==> src/rtl/sram_array_ctrl.sv <==
`default_nettype none
// ============================================================================
//  Module   : sram_array_ctrl
//  Purpose  : Word-wide single-port SRAM array (DEPTH = 2**ADDR_W words of
//             DATA_W bits) behind a valid/ready request port, with a one-cycle
//             registered read response and a hardware sequencer that clears
//             every word to INIT_VAL.
//  Ports    : clk        - clock, all state changes on the rising edge
//             rst_n      - synchronous reset, active low
//             req_valid  - request present
//             req_ready  - request can be accepted this cycle (combinational)
//             req_rw     - 1 = write, 0 = read
//             req_addr   - word address
//             req_wdata  - write data
//             rsp_valid  - one-cycle pulse, rsp_rdata holds a new read result
//             rsp_rdata  - read data, held until the next read completes
//             clr_start  - start a full-array clear to INIT_VAL
//             clr_busy   - clear sequence in progress
//  Revision : 1.0 - initial release
// ============================================================================
module sram_array_ctrl #(
  parameter int                DATA_W   = 8,
  parameter int                ADDR_W   = 4,
  parameter logic [DATA_W-1:0] INIT_VAL = '0
) (
  input  logic              clk,
  input  logic              rst_n,
  input  logic              req_valid,
  output logic              req_ready,
  input  logic              req_rw,
  input  logic [ADDR_W-1:0] req_addr,
  input  logic [DATA_W-1:0] req_wdata,
  output logic              rsp_valid,
  output logic [DATA_W-1:0] rsp_rdata,
  input  logic              clr_start,
  output logic              clr_busy
);

  localparam int                DEPTH       = 2 ** ADDR_W;
  localparam logic [ADDR_W-1:0] c_last_addr = '1;

  typedef enum logic [0:0] {
    ST_IDLE  = 1'b0,
    ST_CLEAR = 1'b1
  } state_t;

  state_t              state_q, state_d;
  logic [ADDR_W-1:0]   clr_cnt_q, clr_cnt_d;
  logic                clr_busy_q, clr_busy_d;
  logic                rsp_valid_q, rsp_valid_d;
  logic [DATA_W-1:0]   rsp_rdata_q, rsp_rdata_d;

  // Storage is deliberately not reset: contents are undefined at power-up.
  logic [DATA_W-1:0]   mem [DEPTH];

  logic                w_accept;
  logic                w_mem_we;
  logic [ADDR_W-1:0]   w_mem_waddr;
  logic [DATA_W-1:0]   w_mem_wdata;

  // Clear start wins over a request presented in the same cycle.
  assign req_ready = (state_q == ST_IDLE) && !clr_start;
  assign w_accept  = req_valid && req_ready;

  always_comb begin
    state_d     = state_q;
    clr_cnt_d   = clr_cnt_q;
    clr_busy_d  = clr_busy_q;
    rsp_valid_d = 1'b0;
    rsp_rdata_d = rsp_rdata_q;
    w_mem_we    = 1'b0;
    w_mem_waddr = req_addr;
    w_mem_wdata = req_wdata;

    case (state_q)
      ST_IDLE: begin
        if (clr_start) begin
          state_d    = ST_CLEAR;
          clr_cnt_d  = '0;
          clr_busy_d = 1'b1;
        end else if (w_accept) begin
          if (req_rw) begin
            w_mem_we = 1'b1;
          end else begin
            // Read data is captured at the accepting edge: one-cycle latency.
            rsp_valid_d = 1'b1;
            rsp_rdata_d = mem[req_addr];
          end
        end
      end
      ST_CLEAR: begin
        // One word per cycle; the counter wraps back to 0 on the last word.
        w_mem_we    = 1'b1;
        w_mem_waddr = clr_cnt_q;
        w_mem_wdata = INIT_VAL;
        clr_cnt_d   = clr_cnt_q + 1'b1;
        if (clr_cnt_q == c_last_addr) begin
          state_d    = ST_IDLE;
          clr_busy_d = 1'b0;
        end
      end
      default: begin
        state_d    = ST_IDLE;
        clr_busy_d = 1'b0;
      end
    endcase
  end

  always_ff @(posedge clk) begin
    if (!rst_n) begin
      state_q     <= ST_IDLE;
      clr_cnt_q   <= '0;
      clr_busy_q  <= 1'b0;
      rsp_valid_q <= 1'b0;
      rsp_rdata_q <= '0;
    end else begin
      state_q     <= state_d;
      clr_cnt_q   <= clr_cnt_d;
      clr_busy_q  <= clr_busy_d;
      rsp_valid_q <= rsp_valid_d;
      rsp_rdata_q <= rsp_rdata_d;
    end
  end

  // Writes are suppressed while reset is asserted so that an interrupted
  // clear leaves the not-yet-visited words untouched.
  always_ff @(posedge clk) begin
    if (w_mem_we && rst_n) begin
      mem[w_mem_waddr] <= w_mem_wdata;
    end
  end

  assign rsp_valid = rsp_valid_q;
  assign rsp_rdata = rsp_rdata_q;
  assign clr_busy  = clr_busy_q;

endmodule
`default_nettype wire

==> config.mk <==
export PLATFORM = sky130hd
export DESIGN_NAME = sram_array_ctrl
export DESIGN_NICKNAME = d
export VERILOG_FILES = /design/src/rtl/sram_array_ctrl.sv
export SDC_FILE = /design/constraint.sdc
export NUM_CORES = 1
export LEC_CHECK = 0
export ABC_AREA = 1
export CORE_ASPECT_RATIO = 2
export CORE_MARGIN = 2
export CORE_UTILIZATION = 30
export CTS_CLUSTER_DIAMETER = 80
export DETAILED_ROUTE_END_ITERATION = 8
export PLACE_DENSITY = 0.43
export REMOVE_ABC_BUFFERS = 1
export SYNTH_ARGS = -nofsm -noshare
export SYNTH_HDL_FRONTEND = slang
export SYNTH_SLANG_ARGS = --single-unit
==> constraint.sdc <==
create_clock -name clk -period 1.94 [get_ports clk]
set_clock_uncertainty 0.2 [all_clocks]
set_input_delay 0.388 -clock clk [delete_from_list [all_inputs] [get_ports clk]]
set_output_delay 0.388 -clock clk [all_outputs]
set_load 0.05 [all_outputs]
==> results.md, run 1 <==
* Status: finished, violations left
* Violated checks: setup timing
* Critical Path RT at 1.88 ns
* Total routed wirelength at 17700 um
* Vias in the first global route at 4733
* Tot GR Track Use at 0.172
* Max-cap violations at 0
* Asr flop ratio synth at 0
* H-Tree Depth at 4
* Die ar. at around 22000 um2
* Hold/Removal Path Class: input port to flop
* Synth Instances at about 630
* Met1 wire length at 5970 um
* Clk buf depth at 2
* TritonCTS Buffers at 17
* Post-synth top flop: edfxtp_1
* Comb pwr share at 0.094
* Reg clk slew, reported paths at approximately 0.060 ns
* Highest metal used: met4
* Worst reg-to-reg path cell count at 8
* Count leader, synth: nand2_1
* Worst rel slew slack at 0.758
* Clock Latency Late Sink at 0.43 ns
* Post-synthesis register bit count at 143
* Peak Freq at 508 MHz
* Initial DRC Count at between 200 and 250
* Routed len/inst at 17.9 um
* Io pins at 28
* RSZ-0062 raised after global routing: yes
* Final Core Density at 0.394
* Least-Margin Pin Slew at around 0.36 ns
* Minimum clock period after layout at 1.97 ns
* Share of post-route cells with drive strength above 1 at 0.190
* Pre-antenna DRT Iters at 5
* XOR/XNOR Fraction of Synth Area at 0
* Drt drc at 0
* # setup viols final at 32
* Simple-gate share of the synthesized area at 0.231
* Core area at 20400 um2
* Pin count of the biggest net entering global routing at 65
* Post-route worst setup slack at -0.0297 ns
* Part of the power in registers at 0.458
* Post-synth cell types at 25
* Root Driver: clkbuf_16
* Cts hold-fix bufs at 0
* CP Launch Type: flop
* Top cell type's share of synthesized area at 0.617
* Final hold vios at 0
* Global-route wire length before repair at roughly 27000 um
* Fin. max-slew vios at 0
* Area Growth Syn to Fin at 28.9%
* Adder-cell share of the synthesized area at 0.00201
* Post-synth EDFFs at 128
* Die X at 106 um
* Worst Hold End: clr_busy$_SDFFE_PN0P_
* CP endpoint kind: flop
* TritonCTS clock tree: yes
* Clock power frac at 0.448
* Antenna Diode Count at 0
* Worst Path Arrival at ~1.9 ns
* Crit-path max FO at 8
* Mux cell area share after synthesis at 0
* Sequential cell area fraction in the yosys report at 0.665
* Fin area at 8030 um2
* Num rows at 74
* Via count at 4514
* Cell taking the most area after synthesis: edfxtp_1
* Synth area leaders: edfxtp_1 62%, nand2_1 13%, nand3_1 7.1%
* Met2 wire len at 10500 um
* Final nets at 725
* Leak at 3.41 nW
* Net Sw Power at 1.77 mW
* Mapped Area at 6230 um2
* Hold path startpoint: clr_start
* Post-route ant nets at 0
* GP Congestion at slightly below 0.9
* Final Cycle Share at 1.02
* Reg2Reg Capture Point: mem[15][2]$_DFFE_PP_
* Largest family of logic cells by synthesized area: simple AND/OR/NAND/NOR gates
* Vias/cell at 4.58
* Int Power at about 5.7 mW
* Routed wl met3 at around 540 um
* Clk sink count at 143
* I/O Buffers at 27
* Crit path kind: flop to flop
* Reg2Reg Setup Slack at -0.03 ns
* Hold_ws at 0.263 ns
* Worst VDD drop at 0.582 mV
* Synth cell count leaders: 216 x nand2_1, 128 x edfxtp_1, 92 x inv_1
* Yosys Warn Count at 0
* Cell Area, Placed at 7220 um2
* Initial Utilization at 0.306
* Post-Syn Area per Cell at 9.91 um2
* Sw Ratio at 0.237
* Dpl hpwl at 12800 um
* PD cells at 928 nW/um2
* Compound-Gate Fraction of Synth Area at 0.0227
* Total congestion overflow at 0
* Pre-CTS WS at -0.584 ns
* Reg-to-Reg Start: state_q$_SDFF_PN0_
* Hold Crit Depth at 4
* Initial antenna violation count at 0
* Die Span Y at 208 um
==> routing by layer <==
| metal | global-route usage | up-vias |
|---|---|---|
| li1 | - | 2185 |
| met1 | 0.163 | 2167 |
| met2 | 0.336 | 123 |
| met3 | 0.0342 | 39 |
| met4 | 0.0876 | 0 |
| met5 | 0 | - |
==> through the flow <==
step | power, mW | setup TNS, ns | std cells
floorplan | 3.76 | -77.08 | 600
global placement | 4.15 | -66.78 | 950
detailed placement | 4.15 | -68.66 | 950
CTS | 7.52 | -5.63 | 984
global route | 7.70 | -6.55 | 986
finish | 7.46 | -0.537 | 986
==> cells in the final DEF (no fill, tap or decap), types with 6 or more instances in the layout <==
cell type          n
buf_12            12
buf_4             49
buf_6             11
clkbuf_16         17
clkdlybuf4s50_1   14
clkinv_4           6
dfxtp_1           14
edfxtp_1         128
inv_1             91
nand2_1          208
nand2_2            6
nand3_1           89
nor2_1            17
nor2_2             8
nor2_4             7
o21a_1             8
==> worst max-delay path, cell delays in order (launching register included) <==
cell and delay [ns]:
dfxtp_4 0.36, or2_4 0.24, nor2_4 0.09, nand2_2 0.06, a21oi_4 0.14, buf_12 0.14
nand3_4 0.14, nor2_1 0.13, buf_4 0.17
==> registers in the layout (all words and copies together), names as in the netlist <==
signal / flops
clr_busy: 1
clr_cnt_q: 4
mem: 128
rsp_rdata: 8
rsp_valid: 1
state_q: 1
==> power by group through the flow <==
| stage | clock network, mW | registers (mW) | logic (mW) |
|---|---|---|---|
| 6_report | 3.34 | 3.42 | 0.699 |
| 5_1_grt | 3.52 | 3.42 | 0.758 |
| 2_1_floorplan | 0 | 3.52 | 0.246 |
| 4_1_cts | 3.42 | 3.42 | 0.687 |
| 3_3_place_gp | 0 | 3.48 | 0.665 |
| 3_5_place_dp | 0 | 3.48 | 0.667 |
==> area by class of cell <==
type / instances / area (um2)
Inverter: 94 / 353
Fill cell: 2072 / 12300
Clock inverter: 15 / 188
Tap cell: 266 / 333
Multi-Input combinational cell: 363 / 1700
Timing Repair Buffer: 88 / 886
Sequential cell: 143 / 4150
Clock buffer: 17 / 425
==> logic make-up (layout without fill, tap and decap cells) <==
kind of cell               after synthesis  in the layout
and+or+nand+nor                        342            342
AOI/OAI and AO/OA                       20             20
buffers and inverters                  123            214
adders and majority gates                1              1
DFF                                    143            143
==> worst max-delay path by stage <==
stage	slack (ns)	to	depth (start not counted)	startpoint
4_1_cts	-0.07	mem[11][1]$_DFFE_PP_	8	state_q$_SDFF_PN0_
5_1_grt	-0.10	mem[10][5]$_DFFE_PP_	8	state_q$_SDFF_PN0_
3_5_place_dp	-0.58	mem[12][2]$_DFFE_PP_	8	clr_start
6_report	-0.03	mem[15][2]$_DFFE_PP_	8	state_q$_SDFF_PN0_
3_3_place_gp	-0.57	mem[12][4]$_DFFE_PP_	8	clr_start
2_1_floorplan	-0.71	mem[10][0]$_DFFE_PP_	5	req_addr[0]
==> timing repair <==
action                     in CTS  in global routing
setup endpoints to repair     129                129
pin swaps                       9                  7
buffers inserted                2                  2
gates resized for setup        13                 33
hold endpoints to repair        0                  0
Power figures use the tool's default switching activity.
==> run 2: changes to the inputs <==
--- a/config.mk
+++ b/config.mk
@@ -12,7 +12,6 @@
 export CTS_CLUSTER_DIAMETER = 80
 export DETAILED_ROUTE_END_ITERATION = 8
 export PLACE_DENSITY = 0.43
-export REMOVE_ABC_BUFFERS = 1
 export SYNTH_ARGS = -nofsm -noshare
 export SYNTH_HDL_FRONTEND = slang
 export SYNTH_SLANG_ARGS = --single-unit
==> run 2 against run 1 <==
Compared with the run above: the flow still finishes with violations (setup timing); routed wire length down 0.51%; critical endpoint is now mem[11][1]$_DFFE_PP_; combinational power about the same; clock-buffer cell count up 9; clock power down 5%; cell count up 0.71%; total power down 2.4%; largest cell class unchanged; hold slack worse by 0.10 ns.
==> results.md, run 2 (synthesis results as in run 1) <==
* Status: finished, violations left
* Violated checks: setup timing
* Final hold vios at 0
* Via count at between 4000 and 5000
* RSZ-0062 raised after global routing: yes
* Net Sw Power at 1.63 mW
* Least-Margin Pin Slew at between 0.3 and 0.4 ns
* Num rows at 74
* Worst VDD drop at around 0.62 mV
* Layout Cells excl Fill at 993
* Sw Ratio at 0.224
* Pin count of the biggest net entering global routing at 37
* Part of the power in registers at 0.470
* CP endpoint kind: flop
* Die ar. at between 20000 and 25000 um2
* Global-route wire length before repair at 26300 um
* Final nets at 732
* Area Growth Syn to Fin at 29.5%
* Crit path kind: flop to flop
* Worst Path Arrival at 1.94 ns
* Vias/cell at ~4.5
* Clock Latency Late Sink at 0.43 ns
* Dpl hpwl at 12600 um
* Clk buf depth at 2
* Pre-antenna DRT Iters at 4
* Total routed wirelength at 17600 um
* Hold/Removal Path Class: input port to flop
* Vias in the first global route at 4700
* Max reg flops at 128
* Crit-path max FO at 8
* TritonCTS clock tree: yes
* Routed len/inst at 17.7 um
* Die X at 106 um
* Int Power at 5.65 mW
* Hold_ws at 0.161 ns
* Leak at 3.44 nW
* Core area at 20400 um2
* PD cells at 902 nW/um2
* Die Span Y at between 200 and 250 um
* Reg with most FFs: mem
* CP delay by family, top: simple AND/OR/NAND/NOR gates
* Io pins at 28
* I/O Buffers at 27
* Worst rel slew slack at 0.743
* Comb pwr share at 0.096
* Initial Utilization at 0.306
* Cts hold-fix bufs at 0
* Critical path's largest stage delay at around 0.34 ns
* GP Congestion at 0.791
* TritonCTS Buffers at 17
* Post-route worst setup slack at -0.0659 ns
* Commonest cells after routing, fill and taps aside: 213 x nand2_1, 128 x edfxtp_1, 91 x inv_1
* Total congestion overflow at 0
* Peak Freq at ~500 MHz
* H-Tree Depth at 4
* Drt drc at 0
* # setup viols final at 128
* Root Driver: clkbuf_16
* Power Total at slightly above 7 mW
* Final Cycle Share at 1.03
* Clk sink count at 143
* Buf+Inv Stages, Crit Path at 1
* Minimum clock period after layout at 2.01 ns
* Critical Path RT at 1.88 ns
* Tot GR Track Use at 0.169
* Crit path cell chain: or2_4 > nor2_4 > nand2_2 > a21oi_4 > nand3_4 > nor2_2 > buf_6
* Fin. max-slew vios at 0
* Max-cap violations at 0
* CP Launch Type: flop
* Reg clk slew, reported paths at around 0.05 ns
* Clock power frac at 0.434
* Reg2Reg Setup Slack at -0.07 ns
* Share of post-route cells with drive strength above 1 at 0.187
* Slowest-stage cell, CP: dfxtp_4
* Commonest non-fill, non-tap cell in the layout: nand2_1
* Post-route ant nets at 0
* Syn Nets at about 650
* Antenna Diode Count at 0
* Initial DRC Count at 146
* Placed insts at 959
* Initial antenna violation count at 0
## run 2: cell count changes in the layout (fill, tap and decap cells not counted), sizes merged, moves of 2 or more
cell | before | now
buf | 73 | 80
clkbuf | 17 | 26
clkinv | 8 | 5
clkinvlp | 3 | 0
inv | 95 | 93
## run 2: worst paths after layout
check,endpoint,cells after the start,from
max,mem[11][1]$_DFFE_PP_,7,state_q$_SDFF_PN0_
min,clr_busy$_SDFFE_PN0P_,4,clr_start
max reg2reg,mem[11][1]$_DFFE_PP_,7,state_q$_SDFF_PN0_
min reg2reg,clr_busy$_SDFFE_PN0P_,2,clr_busy$_SDFFE_PN0P_
## run 2: cell type report
type                            count  area (um2)
Inverter                           94         353
Multi-Input combinational cell    363        1710
Tap cell                          266         333
Sequential cell                   143        4150
Clock inverter                      6        83.8
Fill cell                        2072       12300
Timing Repair Buffer               95         952
Clock buffer                       26         489
## run 2: repair_timing
action | CTS | global route
setup endpoints to repair | 129 | 128
resized for setup | 32 | 4
pin swaps | 5 | 6
buffers inserted | 2 | 0
## run 2: through the flow
stage	utilization	setup slack [ns]	area (um2)	TNS [ns]
after global placement	0.360	-0.587	7340	-70.08
after CTS	0.395	-0.0904	8050	-9.47
after global routing	0.396	-0.167	8070	-18.26
after floorplan	-	-0.0666	6280	-5.24
final	0.396	-0.0659	8070	-5.47
after detailed placement	0.360	-0.606	7340	-71.87
## run 2: power groups by stage
stage          clock [mW]  sequential [mW]  combinational, mW
2_1_floorplan           0             3.51              0.307
3_3_place_gp            0             3.48              0.689
3_5_place_dp            0             3.48              0.689
4_1_cts              3.22             3.42              0.715
5_1_grt              3.35             3.42              0.761
6_report             3.16             3.42              0.700
## run 2: routing by layer
layer	GRT usage	wire length (um)	up-vias
met5	0	0	-
met3	0.0298	485	23
met4	0.0767	396	0
li1	-	-	2197
met1	0.156	6050	2182
met2	0.341	10700	68
## run 2: worst min-delay path, stage by stage
cell,delay [ns]
dlymetal6s2s_1,0.10
buf_4,0.12
a21oi_1,0.05
nor2_1,0.09
